<file path="src/rtl/fft_butterfly_pkg.sv">
// fft_butterfly_pkg: shared FFT widths, operand type and the round/saturate helper.
package fft_butterfly_pkg;
  localparam int DEF_LAST_WIDTH = 12;
  localparam int DEF_TW_BIT_WIDTH = 8;
  localparam int RND_CONST = 2 ** (DEF_TW_BIT_WIDTH - 2);
  typedef struct packed {
    logic signed [DEF_LAST_WIDTH:0] re;
    logic signed [DEF_LAST_WIDTH:0] im;
  } complex_t;
  function automatic int sat_max(input int lw);
    return (1 <<< lw) - 1;
  endfunction
  function automatic int sat_min(input int lw);
    return -(1 <<< lw);
  endfunction
  // Round half-up back to Q0 operand scale, then clamp to lw+1 signed bits.
  function automatic int round_sat(input int v, input int tw, input int lw, output logic sat);
    int r;
    r = (v + (1 <<< (tw - 2))) >>> (tw - 1);
    sat = (r > sat_max(lw)) || (r < sat_min(lw));
    return r > sat_max(lw) ? sat_max(lw) : r < sat_min(lw) ? sat_min(lw) : r;
  endfunction
endpackage

</file>
<file path="src/rtl/fft_butterfly_if.sv">
// fft_butterfly_if: operand/result handshake bundle of the butterfly.
interface fft_butterfly_if import fft_butterfly_pkg::*; #(
  parameter int LAST_WIDTH = DEF_LAST_WIDTH,
  parameter int TW_BIT_WIDTH = DEF_TW_BIT_WIDTH
);
  logic in_valid, in_ready, in_last;
  logic signed [LAST_WIDTH:0] re_a, im_a, re_b, im_b;
  logic signed [TW_BIT_WIDTH-1:0] re_w, im_w;
  logic out_valid, out_ready, out_last;
  logic signed [LAST_WIDTH+1:0] re_x, im_x, re_y, im_y;
  logic sat_clr, sat_flag;
  modport master (
    output in_valid, in_last, re_a, im_a, re_b, im_b, re_w, im_w, out_ready, sat_clr,
    input in_ready, out_valid, out_last, re_x, im_x, re_y, im_y, sat_flag
  );
  modport slave (
    input in_valid, in_last, re_a, im_a, re_b, im_b, re_w, im_w, out_ready, sat_clr,
    output in_ready, out_valid, out_last, re_x, im_x, re_y, im_y, sat_flag
  );
endinterface

</file>
<file path="src/rtl/fft_butterfly_complex_multiplier.sv">
// complex_multiplier: full-precision gated complex product B*W (zero when disabled).
module complex_multiplier import fft_butterfly_pkg::*; #(
  parameter int LAST_WIDTH = DEF_LAST_WIDTH,
  parameter int TW_BIT_WIDTH = DEF_TW_BIT_WIDTH
) (
  input  logic mult_en,
  input  logic signed [LAST_WIDTH:0] re_b,
  input  logic signed [LAST_WIDTH:0] im_b,
  input  logic signed [TW_BIT_WIDTH-1:0] re_w,
  input  logic signed [TW_BIT_WIDTH-1:0] im_w,
  output logic signed [LAST_WIDTH+TW_BIT_WIDTH+1:0] re_mult,
  output logic signed [LAST_WIDTH+TW_BIT_WIDTH+1:0] im_mult
);
  localparam int MW = LAST_WIDTH + TW_BIT_WIDTH + 2;
  logic signed [MW-1:0] br, bi, wr, wi;
  always_comb begin
    br = MW'(re_b);
    bi = MW'(im_b);
    wr = MW'(re_w);
    wi = MW'(im_w);
    re_mult = mult_en ? br * wr - bi * wi : '0;
    im_mult = mult_en ? br * wi + bi * wr : '0;
  end
endmodule

</file>
<file path="src/rtl/fft_butterfly.sv">
// fft_butterfly: two-stage radix-2 DIT butterfly, X = A + W*B and Y = A - W*B,
// with valid/ready flow control and a sticky saturation flag.
module fft_butterfly import fft_butterfly_pkg::*; #(
  parameter int LAST_WIDTH = DEF_LAST_WIDTH,
  parameter int TW_BIT_WIDTH = DEF_TW_BIT_WIDTH
) (
  input logic clk,
  input logic rst_n,
  fft_butterfly_if.slave bus
);
  localparam int AW = LAST_WIDTH + 1;
  localparam int RW = LAST_WIDTH + 2;
  localparam int MW = LAST_WIDTH + TW_BIT_WIDTH + 2;
  logic stall, adv, ld, mult_en, sat_r, sat_i;
  logic signed [31:0] p_r, p_i;
  logic signed [MW-1:0] re_mult, im_mult;
  logic s1_valid_q, s1_valid_d, s1_last_q, s1_last_d;
  logic out_valid_q, out_valid_d, out_last_q, out_last_d, sat_flag_q, sat_flag_d;
  logic signed [MW-1:0] s1_re_mult_q, s1_re_mult_d, s1_im_mult_q, s1_im_mult_d;
  logic signed [AW-1:0] s1_re_a_q, s1_re_a_d, s1_im_a_q, s1_im_a_d;
  logic signed [RW-1:0] re_x_q, re_x_d, im_x_q, im_x_d, re_y_q, re_y_d, im_y_q, im_y_d;
  assign stall = out_valid_q && !bus.out_ready;
  assign adv = !stall;
  // S2 data only loads on real results so outputs hold across bubbles.
  assign ld = adv && s1_valid_q;
  assign mult_en = bus.in_valid && adv;
  complex_multiplier #(.LAST_WIDTH(LAST_WIDTH), .TW_BIT_WIDTH(TW_BIT_WIDTH)) u_cmul (
    .mult_en(mult_en),
    .re_b(bus.re_b),
    .im_b(bus.im_b),
    .re_w(bus.re_w),
    .im_w(bus.im_w),
    .re_mult(re_mult),
    .im_mult(im_mult)
  );
  always_comb begin
    p_r = round_sat(int'(s1_re_mult_q), TW_BIT_WIDTH, LAST_WIDTH, sat_r);
    p_i = round_sat(int'(s1_im_mult_q), TW_BIT_WIDTH, LAST_WIDTH, sat_i);
    s1_valid_d = adv ? bus.in_valid : s1_valid_q;
    s1_last_d = adv ? bus.in_valid && bus.in_last : s1_last_q;
    s1_re_mult_d = adv ? re_mult : s1_re_mult_q;
    s1_im_mult_d = adv ? im_mult : s1_im_mult_q;
    s1_re_a_d = adv ? bus.re_a : s1_re_a_q;
    s1_im_a_d = adv ? bus.im_a : s1_im_a_q;
    out_valid_d = adv ? s1_valid_q : out_valid_q;
    out_last_d = adv ? s1_last_q : out_last_q;
    re_x_d = ld ? RW'(int'(s1_re_a_q) + p_r) : re_x_q;
    im_x_d = ld ? RW'(int'(s1_im_a_q) + p_i) : im_x_q;
    re_y_d = ld ? RW'(int'(s1_re_a_q) - p_r) : re_y_q;
    im_y_d = ld ? RW'(int'(s1_im_a_q) - p_i) : im_y_q;
    sat_flag_d = bus.sat_clr ? 1'b0 : (ld && (sat_r || sat_i)) || sat_flag_q;
  end
  always_ff @(posedge clk or negedge rst_n)
    if (!rst_n) begin
      s1_valid_q <= 1'b0;
      s1_last_q <= 1'b0;
      s1_re_mult_q <= '0;
      s1_im_mult_q <= '0;
      s1_re_a_q <= '0;
      s1_im_a_q <= '0;
      out_valid_q <= 1'b0;
      out_last_q <= 1'b0;
      re_x_q <= '0;
      im_x_q <= '0;
      re_y_q <= '0;
      im_y_q <= '0;
      sat_flag_q <= 1'b0;
    end else begin
      s1_valid_q <= s1_valid_d;
      s1_last_q <= s1_last_d;
      s1_re_mult_q <= s1_re_mult_d;
      s1_im_mult_q <= s1_im_mult_d;
      s1_re_a_q <= s1_re_a_d;
      s1_im_a_q <= s1_im_a_d;
      out_valid_q <= out_valid_d;
      out_last_q <= out_last_d;
      re_x_q <= re_x_d;
      im_x_q <= im_x_d;
      re_y_q <= re_y_d;
      im_y_q <= im_y_d;
      sat_flag_q <= sat_flag_d;
    end
  assign bus.in_ready = adv;
  assign bus.out_valid = out_valid_q;
  assign bus.out_last = out_last_q;
  assign bus.re_x = re_x_q;
  assign bus.im_x = im_x_q;
  assign bus.re_y = re_y_q;
  assign bus.im_y = im_y_q;
  assign bus.sat_flag = sat_flag_q;
endmodule

</file>
<file path="src/flat_wrapper.sv">
// flat-port wrapper written by rule: the top's interface ports become plain ports
module fft_butterfly_flat import fft_butterfly_pkg::*;
#(
  parameter int LAST_WIDTH = DEF_LAST_WIDTH,
  parameter int TW_BIT_WIDTH = DEF_TW_BIT_WIDTH
)
  (clk, rst_n, bus_in_valid, bus_in_last, bus_re_a, bus_im_a, bus_re_b, bus_im_b, bus_re_w, bus_im_w, bus_out_ready, bus_sat_clr, bus_in_ready, bus_out_valid, bus_out_last, bus_re_x, bus_im_x, bus_re_y, bus_im_y, bus_sat_flag);
  fft_butterfly_if #(.LAST_WIDTH(LAST_WIDTH), .TW_BIT_WIDTH(TW_BIT_WIDTH)) bus_i ();
  input logic clk;
  input logic rst_n;
  input wire logic [$bits(bus_i.in_valid)-1:0] bus_in_valid;
  input wire logic [$bits(bus_i.in_last)-1:0] bus_in_last;
  input wire logic [$bits(bus_i.re_a)-1:0] bus_re_a;
  input wire logic [$bits(bus_i.im_a)-1:0] bus_im_a;
  input wire logic [$bits(bus_i.re_b)-1:0] bus_re_b;
  input wire logic [$bits(bus_i.im_b)-1:0] bus_im_b;
  input wire logic [$bits(bus_i.re_w)-1:0] bus_re_w;
  input wire logic [$bits(bus_i.im_w)-1:0] bus_im_w;
  input wire logic [$bits(bus_i.out_ready)-1:0] bus_out_ready;
  input wire logic [$bits(bus_i.sat_clr)-1:0] bus_sat_clr;
  output wire logic [$bits(bus_i.in_ready)-1:0] bus_in_ready;
  output wire logic [$bits(bus_i.out_valid)-1:0] bus_out_valid;
  output wire logic [$bits(bus_i.out_last)-1:0] bus_out_last;
  output wire logic [$bits(bus_i.re_x)-1:0] bus_re_x;
  output wire logic [$bits(bus_i.im_x)-1:0] bus_im_x;
  output wire logic [$bits(bus_i.re_y)-1:0] bus_re_y;
  output wire logic [$bits(bus_i.im_y)-1:0] bus_im_y;
  output wire logic [$bits(bus_i.sat_flag)-1:0] bus_sat_flag;
  assign bus_i.in_valid = bus_in_valid;
  assign bus_i.in_last = bus_in_last;
  assign bus_i.re_a = bus_re_a;
  assign bus_i.im_a = bus_im_a;
  assign bus_i.re_b = bus_re_b;
  assign bus_i.im_b = bus_im_b;
  assign bus_i.re_w = bus_re_w;
  assign bus_i.im_w = bus_im_w;
  assign bus_i.out_ready = bus_out_ready;
  assign bus_i.sat_clr = bus_sat_clr;
  assign bus_in_ready = bus_i.in_ready;
  assign bus_out_valid = bus_i.out_valid;
  assign bus_out_last = bus_i.out_last;
  assign bus_re_x = bus_i.re_x;
  assign bus_im_x = bus_i.im_x;
  assign bus_re_y = bus_i.re_y;
  assign bus_im_y = bus_i.im_y;
  assign bus_sat_flag = bus_i.sat_flag;
  fft_butterfly #(.LAST_WIDTH(LAST_WIDTH), .TW_BIT_WIDTH(TW_BIT_WIDTH)) u_core (.clk(clk), .rst_n(rst_n), .bus(bus_i));
endmodule
</file>
<file path="config.mk">
export PLATFORM = sky130hd
export DESIGN_NAME = fft_butterfly_flat
export DESIGN_NICKNAME = d
export VERILOG_FILES = /design/src/rtl/fft_butterfly_pkg.sv /design/src/rtl/fft_butterfly_if.sv /design/src/rtl/fft_butterfly_complex_multiplier.sv /design/src/rtl/fft_butterfly.sv /design/src/flat_wrapper.sv
export SDC_FILE = /design/constraint.sdc
export NUM_CORES = 1
export LEC_CHECK = 0
export ABC_AREA = 1
export CAP_MARGIN = 30
export CELL_PAD_IN_SITES_DETAIL_PLACEMENT = 1
export CELL_PAD_IN_SITES_GLOBAL_PLACEMENT = 1
export CORE_UTILIZATION = 42
export CTS_CLUSTER_DIAMETER = 100
export DETAILED_ROUTE_END_ITERATION = 10
export PLACE_DENSITY = 0.81
export SYNTH_ARGS = -nofsm -noshare
export SYNTH_HDL_FRONTEND = slang
export SYNTH_SLANG_ARGS = --single-unit
export TNS_END_PERCENT = 100
</file>
<file path="constraint.sdc">
create_clock -name clk -period 2.9 [get_ports clk]
set_clock_uncertainty 0.05 [all_clocks]
set_input_delay 0.87 -clock clk [delete_from_list [all_inputs] [get_ports clk]]
set_output_delay 0.87 -clock clk [all_outputs]
set_load 0.005 [all_outputs]
</file>
==> results.cfg, run 1 <==
[die]
start_util = 0.428
io_pins = 134
die_h_um = 245
die_x_um = 245
num_rows = 88

[global_routing]
grt-ovfl-total = 32
grt_max_degree = 48
grt_pass1_wl_um = 286000
grt_use_total = 0.665
grt_pass1_vias = 39500

[outcome]
outcome = aborted with a tool error
haltStage = global routing
firstError = [ERROR GRT-0116] Global routing finished with congestion. Check the congestion regions in the DRC Viewer.

[cts]
cts_sinks = 117
postCtsHoldBufs = 0
root_buffer = clkbuf_16
h-tree-depth = 4
cts_inserted_buffers = 17
clk_path_buf_depth = 2

[logic_synthesis]
synthTopCellsByCount = 888 x inv_1, 870 x nand2_1, 386 x fa_1
syn_nets = 4075
synth_area_um2 = 24900
synth_most_common_cell = inv_1
async_flop_share = 1.00
ys.flop_type = dfrtp_1
yosys_register_bits = 117
yosysUniqueCellTypes = 50
yosys.area.top_type_share = 0.311
syn_inst = 3401
synth-edff-count = 0
yosys_warnings = 0
seq_area_frac_synth = 0.118
synth_area_leaders = fa_1 31%, inv_1 13%, nand2_1 13%
syn_avg_cell_area_um2 = 7.32
synth.largest_area_cell = fa_1

[place]
hpwl_um = 78500
port_buffers = 133
pre_cts_ws_ns = -4.09
dp_cells = 4731
gp_congestion = 0.912
through the flow:
stage / area [µm²] / hold slack (ns)
4_1_cts: 38900 / 0.306
3_5_place_dp: 32100 / 0.421
2_1_floorplan: 26400 / 0.382
3_3_place_gp: 32100 / 0.404
kinds of logic after synthesis:
logic type	after synthesis	synth area share
xor+xnor	97	0.0344
fa+ha+maj	600	0.418
simple gates	1235	0.201
compound gates	334	0.0745
flops	117	0.118
buf+inv	1018	0.154
metal layers:
layer	GRT overflow	global-route usage
met2	20	0.897
met1	0	0.637
met5	0	0.146
met4	11	0.707
met3	1	0.449
timing repair:
action	in CTS
pin swaps	516
endpoints found under the setup margin	81
gates cloned	22
buffers inserted	218
resized for setup	1194
==> run 2, diff against run 1 <==
--- a/config.mk
+++ b/config.mk
@@ -7,12 +7,9 @@
 export LEC_CHECK = 0
 export ABC_AREA = 1
 export CAP_MARGIN = 30
-export CELL_PAD_IN_SITES_DETAIL_PLACEMENT = 1
-export CELL_PAD_IN_SITES_GLOBAL_PLACEMENT = 1
-export CORE_UTILIZATION = 42
-export CTS_CLUSTER_DIAMETER = 100
+export CORE_UTILIZATION = 40
 export DETAILED_ROUTE_END_ITERATION = 10
-export PLACE_DENSITY = 0.81
+export PLACE_DENSITY_LB_ADDON = 0.15
 export SYNTH_ARGS = -nofsm -noshare
 export SYNTH_HDL_FRONTEND = slang
 export SYNTH_SLANG_ARGS = --single-unit
==> constraint.sdc (replaced) <==
create_clock -name clk -period 3.8 [get_ports clk]
set_clock_uncertainty 0.05 [all_clocks]
set_input_delay 1.14 -clock clk [delete_from_list [all_inputs] [get_ports clk]]
set_output_delay 1.14 -clock clk [all_outputs]
set_load 0.005 [all_outputs]
==> run 2 against run 1 <==
The flow now finishes, with violations (negative setup slack). Synthesized cell count unchanged. Area after synthesis did not move.
==> results.cfg, run 2 <==
[die]
io_pins = 134
start_util = 0.404
die-area_um2 = 63200
die_h_um = 251
die_x_um = 251
num_rows = 91
core-area_um2 = 61600

[sta]
max_slew_margin = 0.594
setup_viol = 32
max_freq_ghz = 0.169
fin_crit_sh = 1.56
fin_ws_ns = -2.12
fin_tns_setup_ns = -60.48
final_max_slew_viol_count = 0
final-hold-violation-count = 0
rsz0062_at_grt = true
period_needed_ns = 5.92
tightest_slew_ns = 0.608

[logic_synthesis]
yosysUniqueCellTypes = 50
synth_area_um2 = 24900
syn_nets = 4075
ys.flop_type = dfrtp_1
syn_inst = 3401
async_flop_share = 1.00
synth_most_common_cell = inv_1
yosys.area.top_type_share = 0.311
synth-edff-count = 0
yosys_warnings = 0
syn_avg_cell_area_um2 = 7.32
synth_area_leaders = fa_1 31%, inv_1 13%, nand2_1 13%
yosys_register_bits = 117
synthTopCellsByCount = 888 x inv_1, 870 x nand2_1, 386 x fa_1
seq_area_frac_synth = 0.118
synth.largest_area_cell = fa_1

[final_layout]
nFillCells = 5573
reg_top3 = u_core.s1_im_mult_q: 16 flops, u_core.s1_re_mult_q: 16 flops
layout_commonest_cell = inv_1
drive_gt1_frac = 0.303
seq_area_um2 = 2930
final_cell_mix = 763 x inv_1, 742 x nand2_1, 394 x buf_4, 359 x fa_1, 140 x ha_1
multi_input_area_um2 = 20900
area_growth_pct = 44.0
nets = 4667

[cts]
worstSkewPairLatency_ns = 0.45
cts_sinks = 117
cts_tree = built
cts_inserted_buffers = 17
clk_path_buf_depth = 2
h-tree-depth = 4
clkSlewWorstSetupHoldPaths_ns = 0.06
postCtsHoldBufs = 0
root_buffer = clkbuf_16

[route]
avgRoutedWirePerCell_um = 16.0
final_antenna_net_count = 0
drt_iter0_markers = 1231
vias = 22900
drt_pass1_iterations = 5
drc = 0
routed_via_density = 4.74
wirelength_um = 77400

[flow_run]
cap_violations = 0

[place]
gp_congestion = 0.911
pre_cts_ws_ns = -3.32
hpwl_um = 58900
port_buffers = 133

[outcome]
violations = negative setup slack
outcome = finished, violations left

[setup_path]
crit_path_max_fanout = 6
slowest_stage = fa_1
start_kind = input port
cp_common_cell = fa_1
cpLargestDelayFamily = adder cells
critPathCaptureType = flip-flop
crit_type = in2reg
arrival_ns = 6.20
path_buf_inv = 9
crit_required_ns = 4.09
cpPeakStageDelay_ns = 0.50

[global_routing]
antenna_found_initial = 2
grt_pass1_wl_um = 125000
grt_max_degree = 55
grt-ovfl-total = 0
grt_use_total = 0.252
grt_pass1_vias = 23500

[hold_path]
worstHoldPathType = reg2reg
[run 2: cell counts after synthesis]
No cell type changed its count.
[run 2: repair_timing]
action | CTS | global route
cloned | 18 | 0
pin swaps | 351 | 252
gates resized for setup | 658 | 251
setup endpoints to repair | 32 | 40
setup buffers | 149 | 53
[run 2: worst paths after layout]
kind,startpoint,to,slack [ns],cells past startpoint
max in group asynchronous,rst_n,u_core.s1_re_mult_q[13],2.43,2
max reg2reg,u_core.s1_re_mult_q[7],u_core.bus.re_y[10],0.27,19
min,u_core.bus.re_y[10],u_core.bus.re_y[10],0.43,2
min in group asynchronous,rst_n,u_core.bus.im_y[12],0.53,1
max,bus_im_w[7],u_core.s1_re_mult_q[20],-2.12,30
min reg2reg,u_core.bus.re_y[10],u_core.bus.re_y[10],0.43,2
[run 2: stage by stage]
stage	util	area, µm²	instances	hold slack [ns]
floorplan	-	26300	3401	0.382
detailed placement	0.497	30600	4609	0.416
global placement	0.497	30600	4609	0.406
finish	0.582	35800	4844	0.425
CTS	0.563	34700	4803	0.431
global route	0.582	35800	4844	0.446
[run 2: logic make-up (layout without fill, tap and decap cells)]
kind of cell | count (synthesis) | count (layout) | synth area share
AO/OA/AOI/OAI | 334 | 334 | 0.0745
XOR/XNOR | 97 | 97 | 0.0344
adder cells (fa/ha/maj) | 600 | 600 | 0.418
buffers and inverters | 1018 | 1623 | 0.154
flip-flops | 117 | 117 | 0.118
other | 0 | 1 | 0
AND/OR/NAND/NOR | 1235 | 1235 | 0.201
[run 2: routing by layer]
metal	up-vias	share of wire	global-route usage
met5	-	0.00017	0
met1	11100	0.45	0.341
met4	2	0.021	0.0578
met2	503	0.49	0.435
li1	11200	-	-
met3	77	0.038	0.0220
[run 2: worst min-delay path, cell delays in order (launching register included)]
cell	delay [ns]
dfrtp_1	0.34
nand2_1	0.05
nand2_1	0.05
[run 2: cell type report]
cell class,instances,share of cell area
Antenna cell,1,0.0000698
Clock buffer,21,0.0134
Clock inverter,11,0.00478
Inverter,893,0.0943
Multi-Input combinational cell,2266,0.583
Sequential cell,117,0.0818
Tap cell,837,0.0292
Timing Repair Buffer,698,0.193
Power of run 2 is not shown: default switching activity piles up to over one toggle a cycle in this logic, so the estimate is an artifact.
